`src/rtl/cdec8_clock_sequencer_pkg.sv`:
```
// Package shared by the CDEC8 clock sequencer files.
// Holds the sequencer state encoding and the CDEC8 address width.
package cdec8_clock_sequencer_pkg;

  // CDEC8 program counter / breakpoint address width
  localparam int ADRS_W = 8;

  // Sequencer states; the numeric values are fixed so debug tools can decode them
  typedef enum logic [1:0] {
    ST_STOP = 2'd0,
    ST_HI   = 2'd1,
    ST_LO   = 2'd2,
    ST_HALT = 2'd3
  } seq_state_t;

endpackage

```
`src/rtl/cdec8_clock_sequencer_button_debouncer.sv`:
```
// Step button conditioner: two-flop synchronizer, stability counter and
// falling-edge pulse generator.
// Ports:
//   clock       in   system clock, rising edge
//   reset_N     in   synchronous active-low reset
//   btn_in      in   raw asynchronous button, active low
//   level_out   out  debounced button level (1 = released)
//   press_pulse out  one-cycle pulse on a debounced 1->0 transition
module button_debouncer
  import cdec8_clock_sequencer_pkg::*;
#(
  parameter int DEBOUNCE_CYCLES = 500000
) (
  input  logic clock,
  input  logic reset_N,
  input  logic btn_in,
  output logic level_out,
  output logic press_pulse
);

  localparam int CW = (DEBOUNCE_CYCLES > 1) ? $clog2(DEBOUNCE_CYCLES + 1) : 1;
  localparam logic [CW-1:0] CNT_LAST = CW'(DEBOUNCE_CYCLES - 1);

  logic          sync1_r;
  logic          sync2_r;
  logic          level_r;
  logic          pulse_r;
  logic [CW-1:0] cnt_r;

  // Synchronizer, stability counter and registered press pulse
  always_ff @(posedge clock) begin
    if (!reset_N) begin
      sync1_r <= 1'b1;
      sync2_r <= 1'b1;
      level_r <= 1'b1;
      pulse_r <= 1'b0;
      cnt_r   <= {CW{1'b0}};
    end else begin
      sync1_r <= btn_in;
      sync2_r <= sync1_r;
      pulse_r <= 1'b0;
      if (sync2_r != level_r) begin
        // The sample that completes the run of differing samples flips the level
        if (cnt_r == CNT_LAST) begin
          level_r <= sync2_r;
          cnt_r   <= {CW{1'b0}};
          pulse_r <= level_r & ~sync2_r;
        end else begin
          cnt_r <= cnt_r + CW'(1);
        end
      end else begin
        // A sample equal to the current level breaks the run
        cnt_r <= {CW{1'b0}};
      end
    end
  end

  assign level_out   = level_r;
  assign press_pulse = pulse_r;

endmodule

```
`src/rtl/cdec8_clock_sequencer.sv`:
```
// CDEC8 CPU clock sequencer: derives cpu_clock from the system clock with
// single-step, free-run, breakpoint and halt-on-end-of-sequence operation.
// Ports:
//   clock       in   system clock, rising edge
//   reset_N     in   synchronous active-low reset
//   prog_mode   in   1 = program mode, CPU clock parked low
//   run_sw      in   1 = free-run, 0 = single-step
//   step_btn    in   raw step button, active low, asynchronous
//   endseq      in   CDEC8 end-of-sequence flag
//   bp_en       in   breakpoint enable
//   bp_adrs     in   breakpoint address
//   pc          in   CDEC8 program counter
//   cpu_clock   out  clock to CDEC8 / RAM
//   running     out  1 while in HI or LO
//   halted      out  1 in HALT
//   bp_hit      out  sticky: last stop caused by breakpoint
//   cycle_count out  cpu_clock rising edges since reset
module cdec8_clock_sequencer
  import cdec8_clock_sequencer_pkg::*;
#(
  parameter int PHASE_CYCLES    = 2500000,
  parameter int DEBOUNCE_CYCLES = 500000,
  parameter int CNT_W           = 16
) (
  input  logic              clock,
  input  logic              reset_N,
  input  logic              prog_mode,
  input  logic              run_sw,
  input  logic              step_btn,
  input  logic              endseq,
  input  logic              bp_en,
  input  logic [ADRS_W-1:0] bp_adrs,
  input  logic [ADRS_W-1:0] pc,
  output logic              cpu_clock,
  output logic              running,
  output logic              halted,
  output logic              bp_hit,
  output logic [CNT_W-1:0]  cycle_count
);

  localparam int PW = (PHASE_CYCLES > 1) ? $clog2(PHASE_CYCLES) : 1;
  localparam logic [PW-1:0] PHASE_LAST = PW'(PHASE_CYCLES - 1);

  seq_state_t       state_r;
  seq_state_t       state_next;
  logic [PW-1:0]    phase_r;
  logic [PW-1:0]    phase_next;
  logic             bp_hit_r;
  logic             bp_hit_next;
  logic [CNT_W-1:0] count_r;
  logic [CNT_W-1:0] count_next;
  logic             cpu_clock_r;
  logic             running_r;
  logic             halted_r;
  logic             step_pulse;
  logic             btn_level;
  logic             phase_done;
  logic             bp_match;

  button_debouncer #(
    .DEBOUNCE_CYCLES(DEBOUNCE_CYCLES)
  ) u_debouncer (
    .clock      (clock),
    .reset_N    (reset_N),
    .btn_in     (step_btn),
    .level_out  (btn_level),
    .press_pulse(step_pulse)
  );

  assign phase_done = (phase_r == {PW{1'b0}});
  assign bp_match   = bp_en & (pc == bp_adrs);

  // Next-state logic; step_pulse outside STOP simply has no effect
  always_comb begin
    state_next  = state_r;
    phase_next  = phase_r;
    bp_hit_next = bp_hit_r;
    count_next  = count_r;
    case (state_r)
      ST_STOP: begin
        if (step_pulse && !prog_mode) begin
          state_next  = ST_HI;
          phase_next  = PHASE_LAST;
          bp_hit_next = 1'b0;
          count_next  = count_r + CNT_W'(1);
        end else begin
          state_next = ST_STOP;
        end
      end
      ST_HI: begin
        if (phase_done) begin
          state_next = ST_LO;
          phase_next = PHASE_LAST;
        end else begin
          phase_next = phase_r - PW'(1);
        end
      end
      ST_LO: begin
        if (phase_done) begin
          // Mode inputs are only honoured here so a started period always completes
          phase_next = PHASE_LAST;
          if (prog_mode) begin
            state_next = ST_STOP;
          end else if (endseq) begin
            state_next = ST_HALT;
          end else if (bp_match) begin
            state_next  = ST_STOP;
            bp_hit_next = 1'b1;
          end else if (run_sw) begin
            state_next = ST_HI;
            count_next = count_r + CNT_W'(1);
          end else begin
            state_next = ST_STOP;
          end
        end else begin
          phase_next = phase_r - PW'(1);
        end
      end
      ST_HALT: begin
        state_next = ST_HALT;
      end
      default: begin
        state_next = ST_STOP;
        phase_next = {PW{1'b0}};
      end
    endcase
  end

  // State, counters and registered decode of the outputs from the next state
  always_ff @(posedge clock) begin
    if (!reset_N) begin
      state_r     <= ST_STOP;
      phase_r     <= {PW{1'b0}};
      bp_hit_r    <= 1'b0;
      count_r     <= {CNT_W{1'b0}};
      cpu_clock_r <= 1'b0;
      running_r   <= 1'b0;
      halted_r    <= 1'b0;
    end else begin
      state_r     <= state_next;
      phase_r     <= phase_next;
      bp_hit_r    <= bp_hit_next;
      count_r     <= count_next;
      cpu_clock_r <= (state_next == ST_HI);
      running_r   <= (state_next == ST_HI) || (state_next == ST_LO);
      halted_r    <= (state_next == ST_HALT);
    end
  end

  assign cpu_clock   = cpu_clock_r;
  assign running     = running_r;
  assign halted      = halted_r;
  assign bp_hit      = bp_hit_r;
  assign cycle_count = count_r;

endmodule

```
`config.mk`:
```
export PLATFORM = sky130hd
export DESIGN_NAME = cdec8_clock_sequencer
export DESIGN_NICKNAME = d
export VERILOG_FILES = /design/src/rtl/cdec8_clock_sequencer_pkg.sv /design/src/rtl/cdec8_clock_sequencer_button_debouncer.sv /design/src/rtl/cdec8_clock_sequencer.sv
export SDC_FILE = /design/constraint.sdc
export NUM_CORES = 1
export LEC_CHECK = 0
export ABC_AREA = 1
export BUFFER_PORTS_ARGS = -buffer_cell sky130_fd_sc_hd__buf_4
export CORE_UTILIZATION = 63
export DETAILED_ROUTE_END_ITERATION = 6
export PLACE_DENSITY_LB_ADDON = 0.1
export SYNTH_ARGS = -nofsm -noshare
export SYNTH_HDL_FRONTEND = slang
export SYNTH_SLANG_ARGS = --single-unit
```
`constraint.sdc`:
```
create_clock -name clock -period 2.5 [get_ports clock]
set_input_delay 0.5 -clock clock [delete_from_list [all_inputs] [get_ports clock]]
set_output_delay 0.5 -clock clock [all_outputs]
set_load 0.02 [all_outputs]
```
==> run metrics, run 1 <==
Final ANT Viol Nets=0; Seq cells post-synth=67; P_leak=1.96 nW; clock skew=0.00956 ns; CP startpoint kind=flip-flop; FF-to-FF End=phase_r[9]$_SDFFE_PN0P_; synthesized cell area=3830 um2; Ports=43; P&R area growth vs syn=14.9%; Initial Util=65.1%; # diodes=0; fill cell count=485; first-pass GRT wire length=14.2 mm; hold endpoint=u_debouncer.sync1_r$_SDFF_PN1_; pwr/cell area=467 nW/um2; hold depth=2; max-slew violations=0; DRT iter0 DRCs=238; M1 WL=3.84 mm; CP max stage cell=o21ai_2; Die H=80.0 um; CORE AREA=5890 um2; CTS hold repair buffers=0; crit path kind=reg2reg; CP dominant cell by count=nand2_2; sum of negative setup slack=0 ns; TritonCTS buffer count=9; Unique masters post-synth=45; yosys synthesis warning count=0; Detail Route met2 WL=4.04 mm; Die Area=6400 um2; post-cts gate resize count=0; CP Max Fanout=15; die width=80.0 um; Arrival @ worst endpoint=2.47 ns; Max-slew headroom=63.2%; endpoints failing setup=0; EDFF count, synth=0; detail-routed via count per cell=5.42; Skew-Pair Late Insertion Delay=0.35 ns; Post-DP HPWL=6.15 mm; Worst-path clk slew=0.08 ns; Met3 Routed Length=536 um; grt total ovfl=0; Max Cap Viol=0; Worst Hold Class=in2reg; layout net count=638; initial antenna violation count=0; status=finished, final reports clean; Reg-to-Reg Start=state_r[1]$_SDFF_PN0_; critical path required time=2.78 ns; Storage cell area=1340 um2; async set-or-reset flop fraction in the synthesized netlist=0%; Inst Count DP=669; vias in the first global route=3,311; final wirelength=8.56 mm; min-delay src=step_btn; clk root buf=clkbuf_8; maximum number of pins on one net before global-route repair=30; RSZ-0062 raised after global routing=no; minimum clock period=2.19 ns; Fmax=457 MHz; Primary FF master, synth=dfxtp_1; aggregate global-route resource usage=28.4%; Largest stage delay, worst path=0.41 ns; Post-CTS Setup Inserts=0; H-tree Lvls=3; Port Buffer Count=42; crit share post-route=87.6%; Finished Layout Cells=685; post-synthesis cell count=559; drc violations=0; final-report hold violation count=0; Critical Path Sink Type=flip-flop; Worst Reg-to-Reg Cells=8; Multi-input gate area=2130 um2; slew at the pin closest to its max-slew limit=0.551 ns; crit path cell chain=inv_1, ha_1, o21ai_2, inv_2, nand2_2, nand2_2, o21bai_1, a21oi_1; clk sinks=67; worst IR drop on VDD=0.370 mV; layout cells sized above 1=16.4%; RePlAce Congestion=0.949; syn_area_per_cell=6.86 um2; Max clock buf depth=2; DR WL/cell=12.5 um; CTS tree=built; syn nets=592; drt first pass iters=7; routed vias=3,713; DR top layer=met4; Seq/Total Area, Yosys=35.0%; flop-to-flop setup slack=0.31 ns; # rows=28
[critical path: cells and delay by family (launching register included)]
| family | cells | cell delay (ns) |
|---|---|---|
| AOI/OAI and AO/OA | 3 | 0.69 |
| DFF | 1 | 0.38 |
| adders and majority gates | 1 | 0.30 |
| and+or+nand+nor | 2 | 0.42 |
| buffers and inverters | 2 | 0.32 |
[state kept, by name, summed over array words and instances (netlist names)]
register / count
phase_r: 22
u_debouncer.cnt_r: 19
cycle_count: 16
state_r: 2
bp_hit: 1
cpu_clock: 1
halted: 1
running: 1
u_debouncer.level_out: 1
u_debouncer.press_pulse: 1
u_debouncer.sync1_r: 1
u_debouncer.sync2_r: 1
[through the flow]
stage	setup slack [ns]	cell area (um2)	total power [mW]	hold slack, ns	utilization (%)
5_1_grt	0.130	4400	2.13	0.329	74.8
3_3_place_gp	0.471	4200	1.17	0.400	71.4
6_report	0.310	4400	2.06	0.341	74.8
2_1_floorplan	0.796	3830	1.13	0.393	-
4_1_cts	0.333	4400	2.08	0.330	74.8
3_5_place_dp	0.365	4200	1.17	0.410	71.4
[cells in the final DEF, fill, tap and decap left out, types with 2 or more instances in the layout]
master    count
xnor2_1       7
nor2_2        7
nand3_2       3
clkinv_2      2
inv_2         7
or2_1         3
clkbuf_8      9
nor4_1        4
a211oi_1      2
o21ai_1       4
or2_0         2
nand3_1      47
nor3b_1       3
ha_1         10
nand2_2       3
nor3_1       24
nor3_2        2
a21oi_1      33
buf_4        44
a31oi_1       5
o21ai_0      13
dfxtp_1      67
or2_2         6
inv_1        74
nor2_1       61
nand2_1     119
nand4_1       8
xor2_1       15
nor2_4        6
[kinds of logic (layout without fill, tap and decap cells)]
group | Yosys count | count (layout) | share of synthesized area, %
xor+xnor | 22 | 22 | 5.03
simple gates | 305 | 305 | 38.0
buf+inv | 91 | 142 | 9.40
flops | 67 | 67 | 35.0
fa+ha+maj | 10 | 10 | 3.26
compound gates | 64 | 64 | 9.27
[layer usage]
layer / vias up / global-route usage (%)
li1: 1895 / -
met1: 1679 / 35.6
met2: 126 / 48.1
met3: 13 / 5.37
met5: - / 0
met4: 0 / 10.7
[power by group]
group / leakage, nW / internal [mW] / switching (mW) / total (mW)
registers: 0.540 / 1.07 / 0.000855 / 1.07
clock network: 0.102 / 0.469 / 0.447 / 0.915
logic: 1.32 / 0.0359 / 0.0380 / 0.0739
[cells in the mapped netlist (all sizes together), types with 7 or more instances]
master	instances	area, um2
a21oi	33	165
nor3	26	140
or2	11	68.8
xnor2	7	61.3
inv	81	304
nor2	74	340
nand4	9	62.6
dfxtp	67	1340
ha	10	125
o21ai	18	93.8
nand2	123	477
xor2	15	131
nand3	51	283
[cell type report]
type,count,share of cell area (%)
Tap cell,75,2.13
Inverter,82,6.99
Clock buffer,9,2.81
Clock inverter,7,1.73
Sequential cell,67,30.5
Multi-Input combinational cell,401,48.4
Timing Repair Buffer,44,7.50
[how the worst max path moves through the flow]
stage	cells past startpoint	endpoint	slack [ns]	from
6_report	8	phase_r[9]$_SDFFE_PN0P_	0.31	state_r[1]$_SDFF_PN0_
5_1_grt	8	phase_r[9]$_SDFFE_PN0P_	0.13	state_r[1]$_SDFF_PN0_
4_1_cts	8	phase_r[9]$_SDFFE_PN0P_	0.33	state_r[1]$_SDFF_PN0_
3_5_place_dp	8	phase_r[9]$_SDFFE_PN0P_	0.37	state_r[1]$_SDFF_PN0_
3_3_place_gp	8	phase_r[9]$_SDFFE_PN0P_	0.47	state_r[0]$_SDFF_PN0_
2_1_floorplan	12	running$_SDFF_PN0_	0.80	phase_r[0]$_SDFFE_PN0P_
Note: power is estimated with default switching activity, not from simulation.
==> inputs of run 2 (changes only) <==
--- a/config.mk
+++ b/config.mk
@@ -5,7 +5,6 @@
 export SDC_FILE = /design/constraint.sdc
 export NUM_CORES = 1
 export LEC_CHECK = 0
-export ABC_AREA = 1
 export BUFFER_PORTS_ARGS = -buffer_cell sky130_fd_sc_hd__buf_4
 export CORE_UTILIZATION = 63
 export DETAILED_ROUTE_END_ITERATION = 6
==> run 2 against run 1 <==
  * Register-to-register slack got worse by 0.21 ns
  * First-iteration DRC count decreased by 5.0%
  * Synthesized cell count is 19% lower
  * Clock power decreased by 2%
  * Largest cell class unchanged
  * Via count is 0.30% higher
  * Final cell count fell by 15%
  * Area after synthesis is 1.7% lower
  * Sequential power barely moved
  * Non-clock buffer count is 16 higher
  * Critical path depth shrank 1
==> run metrics, run 2 <==
status=finished, final reports clean; syn nets=488; Inst Count DP=565; syn_area_per_cell=8.28 um2; layout cells sized above 1=17.1%; Arrival @ worst endpoint=2.65 ns; H-tree Lvls=3; max-slew violations=0; min-delay src=step_btn; CTS tree=built; EDFF count, synth=0; Die Area=6290 um2; Port Buffer Count=42; most common cell after layout, fill and taps aside=dfxtp_1; clk sinks=67; Layout Utilization=78.7%; final wirelength=9.13 mm; layout net count=538; Setup WS pre-CTS=0.125 ns; # diodes=0; RePlAce Congestion=0.882; Post-DP HPWL=6.26 mm; RSZ-0062 raised after global routing=no; Worst Hold Class=in2reg; worst IR drop on VDD=0.409 mV; routed vias=3,724; Worst-path clk slew=0.07 ns; grt total ovfl=0; slew at the pin closest to its max-slew limit=0.574 ns; synth cell count leaders=67 x dfxtp_1, 52 x nor2_1, 33 x nand2_1, 26 x nor3_1, 25 x xnor2_1; clk root buf=clkbuf_8; Skew-Pair Late Insertion Delay=0.34 ns; crit path kind=reg2reg; sum of negative setup slack=0 ns; Final ANT Viol Nets=0; CORE AREA=5640 um2; clock skew=0.00968 ns; max reg flops=22; Primary FF master, synth=dfxtp_1; initial antenna violation count=0; crit share post-route=96.1%; aggregate global-route resource usage=30.8%; Fmax=416 MHz; final worst setup slack=0.0969 ns; Initial Util=66.8%; Ports=43; Seq cells post-synth=67; Die H=79.3 um; drt first pass iters=5; hold endpoint=u_debouncer.sync1_r$_SDFF_PN1_; CP startpoint kind=flip-flop; vias in the first global route=3,442; Unique masters post-synth=57; count leader, synth=dfxtp_1; P_leak=1.70 nW; Max clock buf depth=2; first-pass GRT wire length=15.3 mm; P&R area growth vs syn=17.8%; Max Cap Viol=0; commonest cells after routing, fill and taps aside=67 x dfxtp_1, 60 x buf_4, 52 x nor2_1, 33 x nand2_1, 26 x nor3_1; hold depth=2; top cells by area, synth=dfxtp_1 36%, xnor2_1 5.8%, nor2_1 5.2%; minimum clock period=2.40 ns; CTS hold repair buffers=0; TritonCTS buffer count=9; # rows=27; Finished Layout Cells=582; Seq/Total Area, Yosys=35.6%; drc violations=0; post-synthesis cell count=455; DRT iter0 DRCs=226; die width=79.3 um; share of the synthesized area in the top cell type=35.6%; largest register by flop count=phase_r; CP Max Fanout=8; Max-slew headroom=61.6%; maximum number of pins on one net before global-route repair=51; final-report hold violation count=0; critical path required time=2.74 ns; pwr/cell area=461 nW/um2; async set-or-reset flop fraction in the synthesized netlist=0%; endpoints failing setup=0; Critical Path Sink Type=flip-flop; Worst Reg-to-Reg Cells=7; DR WL/cell=15.7 um; FF-to-FF End=cycle_count[10]$_SDFFE_PN0P_; flop-to-flop setup slack=0.1 ns; Synth area leader=dfxtp_1; Reg-to-Reg Start=state_r[0]$_SDFF_PN0_; yosys synthesis warning count=0; synthesized cell area=3770 um2; detail-routed via count per cell=6.40
run 2: cell count changes after synthesis, sizes merged, moves of 13 or more:
cell    previous run  this run
a21oi             33        16
xnor2              7        25
nor2              74        52
inv               81        16
nand3             51        22
nand2            123        33
clkbuf             4        17
run 2: logic make-up (layout without fill, tap and decap cells):
kind of cell               Yosys count  in the layout  synth area share, %
muxes                                5              5                 1.33
adders and majority gates           10             10                 3.32
and+or+nand+nor                    222            222                 32.7
xor gates and xnor gates            39             39                 9.06
AOI/OAI and AO/OA                   75             75                 14.3
DFF                                 67             67                 35.6
buffers and inverters               37             92                 3.75
run 2: critical path, stage by stage (launching register included):
cell and delay, ns:
dfxtp_1 0.33, inv_1 0.10, ha_1 0.26, nor3b_1 0.23, o21ai_0 0.14, or4_1 0.59
or4_1 0.56, o311ai_1 0.08
run 2: stage by stage:
step	power, mW	instance area, um2	hold WS (ns)
3_5_place_dp	1.17	4230	0.395
5_1_grt	2.12	4440	0.335
3_3_place_gp	1.17	4230	0.402
4_1_cts	2.06	4420	0.337
6_report	2.05	4440	0.346
2_1_floorplan	1.13	3770	0.386
run 2: timing repair:
action                                 CTS  global route
setup endpoints to repair                0             3
gates resized for setup                  0             2
setup buffers                            0             1
endpoints found under the hold margin    0             0
run 2: how the worst max path moves through the flow:
stage	from	to	slack [ns]
2_1_floorplan	phase_r[0]$_SDFFE_PN0P_	running$_SDFF_PN0_	0.25
3_3_place_gp	phase_r[0]$_SDFFE_PN0P_	running$_SDFF_PN0_	0.17
3_5_place_dp	phase_r[0]$_SDFFE_PN0P_	running$_SDFF_PN0_	0.13
4_1_cts	phase_r[0]$_SDFFE_PN0P_	running$_SDFF_PN0_	0.09
5_1_grt	phase_r[10]$_SDFFE_PN0P_	cycle_count[12]$_SDFFE_PN0P_	0.02
6_report	state_r[0]$_SDFF_PN0_	cycle_count[10]$_SDFFE_PN0P_	0.1
run 2: layout make-up:
type / count / area, um2
Fill cell: 396 / 1200
Clock buffer: 10 / 128
Multi-Input combinational cell: 351 / 2300
Timing Repair Buffer: 60 / 450
Inverter: 16 / 60.1
Tap cell: 72 / 90.1
Clock inverter: 6 / 65.1
Sequential cell: 67 / 1340
run 2: power by group:
group          switching, mW  internal (mW)  total [mW]
Sequential          0.000915           1.07        1.07
Combinational         0.0413         0.0393      0.0806
Clock                  0.433          0.463       0.896
run 2: metal layers:
metal / track usage, % / routed length [um] / vias up
li1: - / - / 1785
met5: 0 / 0 / -
met2: 52.7 / 4520 / 158
met3: 5.29 / 563 / 13
met4: 15.1 / 130 / 0
met1: 37.1 / 3920 / 1768
==> inputs of run 3 (changes only) <==
--- a/config.mk
+++ b/config.mk
@@ -9,6 +9,7 @@
 export CORE_UTILIZATION = 63
 export DETAILED_ROUTE_END_ITERATION = 6
 export PLACE_DENSITY_LB_ADDON = 0.1
+export SETUP_SLACK_MARGIN = 0.15
 export SYNTH_ARGS = -nofsm -noshare
 export SYNTH_HDL_FRONTEND = slang
 export SYNTH_SLANG_ARGS = --single-unit
==> run 3 against run 2 <==
  * Hold slack worse by 0.0016 ns
  * Wire length rose by 5.8%
  * Final area increased by 1.8%
  * Sequential power is essentially flat
  * Global-route usage up 0.29 points
  * Critical endpoint is now cycle_count[9]$_SDFFE_PN0P_
  * Critical path depth did not move
  * Largest power group unchanged
  * Register-to-register slack better by 0.11 ns
  * Critical path type unchanged
  * Non-clock buffer count increased by 5
  * Fmax rose by 4.6%
==> run metrics, run 3 (same netlist as run 2, synthesis figures left out) <==
Skew-Pair Late Insertion Delay=0.34 ns; sum of negative setup slack=0 ns; aggregate global-route resource usage=31.1%; minimum clock period=2.30 ns; crit path kind=reg2reg; final-report hold violation count=0; die width=79.3 um; Inst Count DP=565; crit path capture=cycle_count[9]$_SDFFE_PN0P_; Initial Util=66.8%; first-pass GRT wire length=15.4 mm; CORE AREA=5640 um2; Fmax=435 MHz; final worst setup slack=0.203 ns; Worst Reg-to-Reg Cells=7; final wirelength=9.66 mm; Placed Area=4230 um2; status=finished, final reports clean; Reg-to-Reg Start=state_r[0]$_SDFF_PN0_; Post-DP HPWL=6.26 mm; Final ANT Viol Nets=0; Arrival @ worst endpoint=2.55 ns; Max-slew headroom=60.5%; H-tree Lvls=3; endpoints failing setup=0; Critical Path Sink Type=flip-flop; Layout Utilization=80.1%; clk root buf=clkbuf_8; Die H=79.3 um; # rows=27; grt total ovfl=0; Max Cap Viol=0; Worst Hold Class=in2reg; TritonCTS buffer count=9; RSZ-0062 raised after global routing=yes; DRT iter0 DRCs=264; P_leak=1.72 nW; # diodes=0; pwr/cell area=453 nW/um2; Die Area=6290 um2; Finished Layout Cells=587; routed vias=3,743; maximum number of pins on one net before global-route repair=51; most common cell after layout, fill and taps aside=buf_4; layout net count=543; Worst-path clk slew=0.08 ns; FF-to-FF End=cycle_count[9]$_SDFFE_PN0P_; largest register by flop count=phase_r; clk sinks=67; CP Max Fanout=8; flop-to-flop setup slack=0.20 ns; RePlAce Congestion=0.882; CP startpoint kind=flip-flop; initial antenna violation count=0; drt first pass iters=5; layout cells sized above 1=20.4%; post-layout power=2.05 mW; drc violations=0; CTS hold repair buffers=0; max-slew violations=0; slew at the pin closest to its max-slew limit=0.587 ns; max reg flops=22; post-route cell area=4520 um2; vias in the first global route=3,448; commonest cells after routing, fill and taps aside=65 x buf_4, 64 x dfxtp_1, 51 x nor2_1, 33 x nand2_1, 26 x nor3_1; detail-routed via count per cell=6.38; CTS tree=built; critical path required time=2.75 ns; Port Buffer Count=42; Worst Setup SP=state_r[0]$_SDFF_PN0_; worst IR drop on VDD=0.415 mV; clock skew=0.00942 ns; P&R area growth vs syn=19.9%; Ports=43; Max clock buf depth=2; crit share post-route=91.9%; final hold slack=0.344 ns; DR WL/cell=16.4 um; Setup WS pre-CTS=0.125 ns
## run 3: cell count changes in the layout (fill, tap and decap cells not counted), moves of 3 or more
cell / delta
inv_2: +3
dfxtp_1: -3
dfxtp_2: +3
buf_4: +5
inv_1: -3
ha_1: -4
## run 3: worst min-delay path by stage
| stage | startpoint | endpoint | slack [ns] | cells past startpoint |
|---|---|---|---|---|
| finish | step_btn | u_debouncer.sync1_r$_SDFF_PN1_ | 0.34 | 2 |
| global route | step_btn | u_debouncer.sync1_r$_SDFF_PN1_ | 0.34 | 2 |
| CTS | step_btn | u_debouncer.sync1_r$_SDFF_PN1_ | 0.34 | 2 |
| detailed placement | u_debouncer.sync1_r$_SDFF_PN1_ | u_debouncer.sync2_r$_SDFF_PN1_ | 0.40 | 1 |
| global placement | u_debouncer.sync1_r$_SDFF_PN1_ | u_debouncer.sync2_r$_SDFF_PN1_ | 0.40 | 1 |
| floorplan | u_debouncer.sync1_r$_SDFF_PN1_ | u_debouncer.sync2_r$_SDFF_PN1_ | 0.39 | 1 |
## run 3: layout make-up
cell class	count	area (um2)
Tap cell	72	90.1
Multi-Input combinational cell	351	2340
Sequential cell	67	1350
Clock buffer	10	128
Clock inverter	6	65.1
Timing Repair Buffer	65	488
Fill cell	370	1120
Inverter	16	60.1
## run 3: layer usage
| metal | vias to the layer above | share of wire (%) | wire length (um) | global-route usage [%] |
|---|---|---|---|---|
| li1 | 1789 | - | - | - |
| met3 | 25 | 5.6 | 545 | 5.52 |
| met5 | - | 0 | 0 | 0 |
| met1 | 1759 | 42 | 4020 | 37.1 |
| met2 | 170 | 50 | 4830 | 52.7 |
| met4 | 0 | 2.7 | 260 | 16.9 |
## run 3: what timing repair did
| action | CTS | global route |
|---|---|---|
| setup endpoints to repair | 3 | 11 |
| pin swaps | 0 | 4 |
| setup buffers | 0 | 6 |
| gates resized for setup | 2 | 16 |
## run 3: power breakdown
group	total (mW)	internal (mW)	switching, mW
Combinational	0.0810	0.0393	0.0417
Clock	0.899	0.463	0.436
Sequential	1.07	1.07	0.000918
Total	2.05	1.57	0.479
## run 3: critical path, cell delays in order (launching register included)
cell and delay, ns:
dfxtp_1 0.34, inv_2 0.10, ha_4 0.16, nor3b_1 0.20
o21ai_1 0.15, or4_4 0.61, or4_1 0.54, o311ai_1 0.08
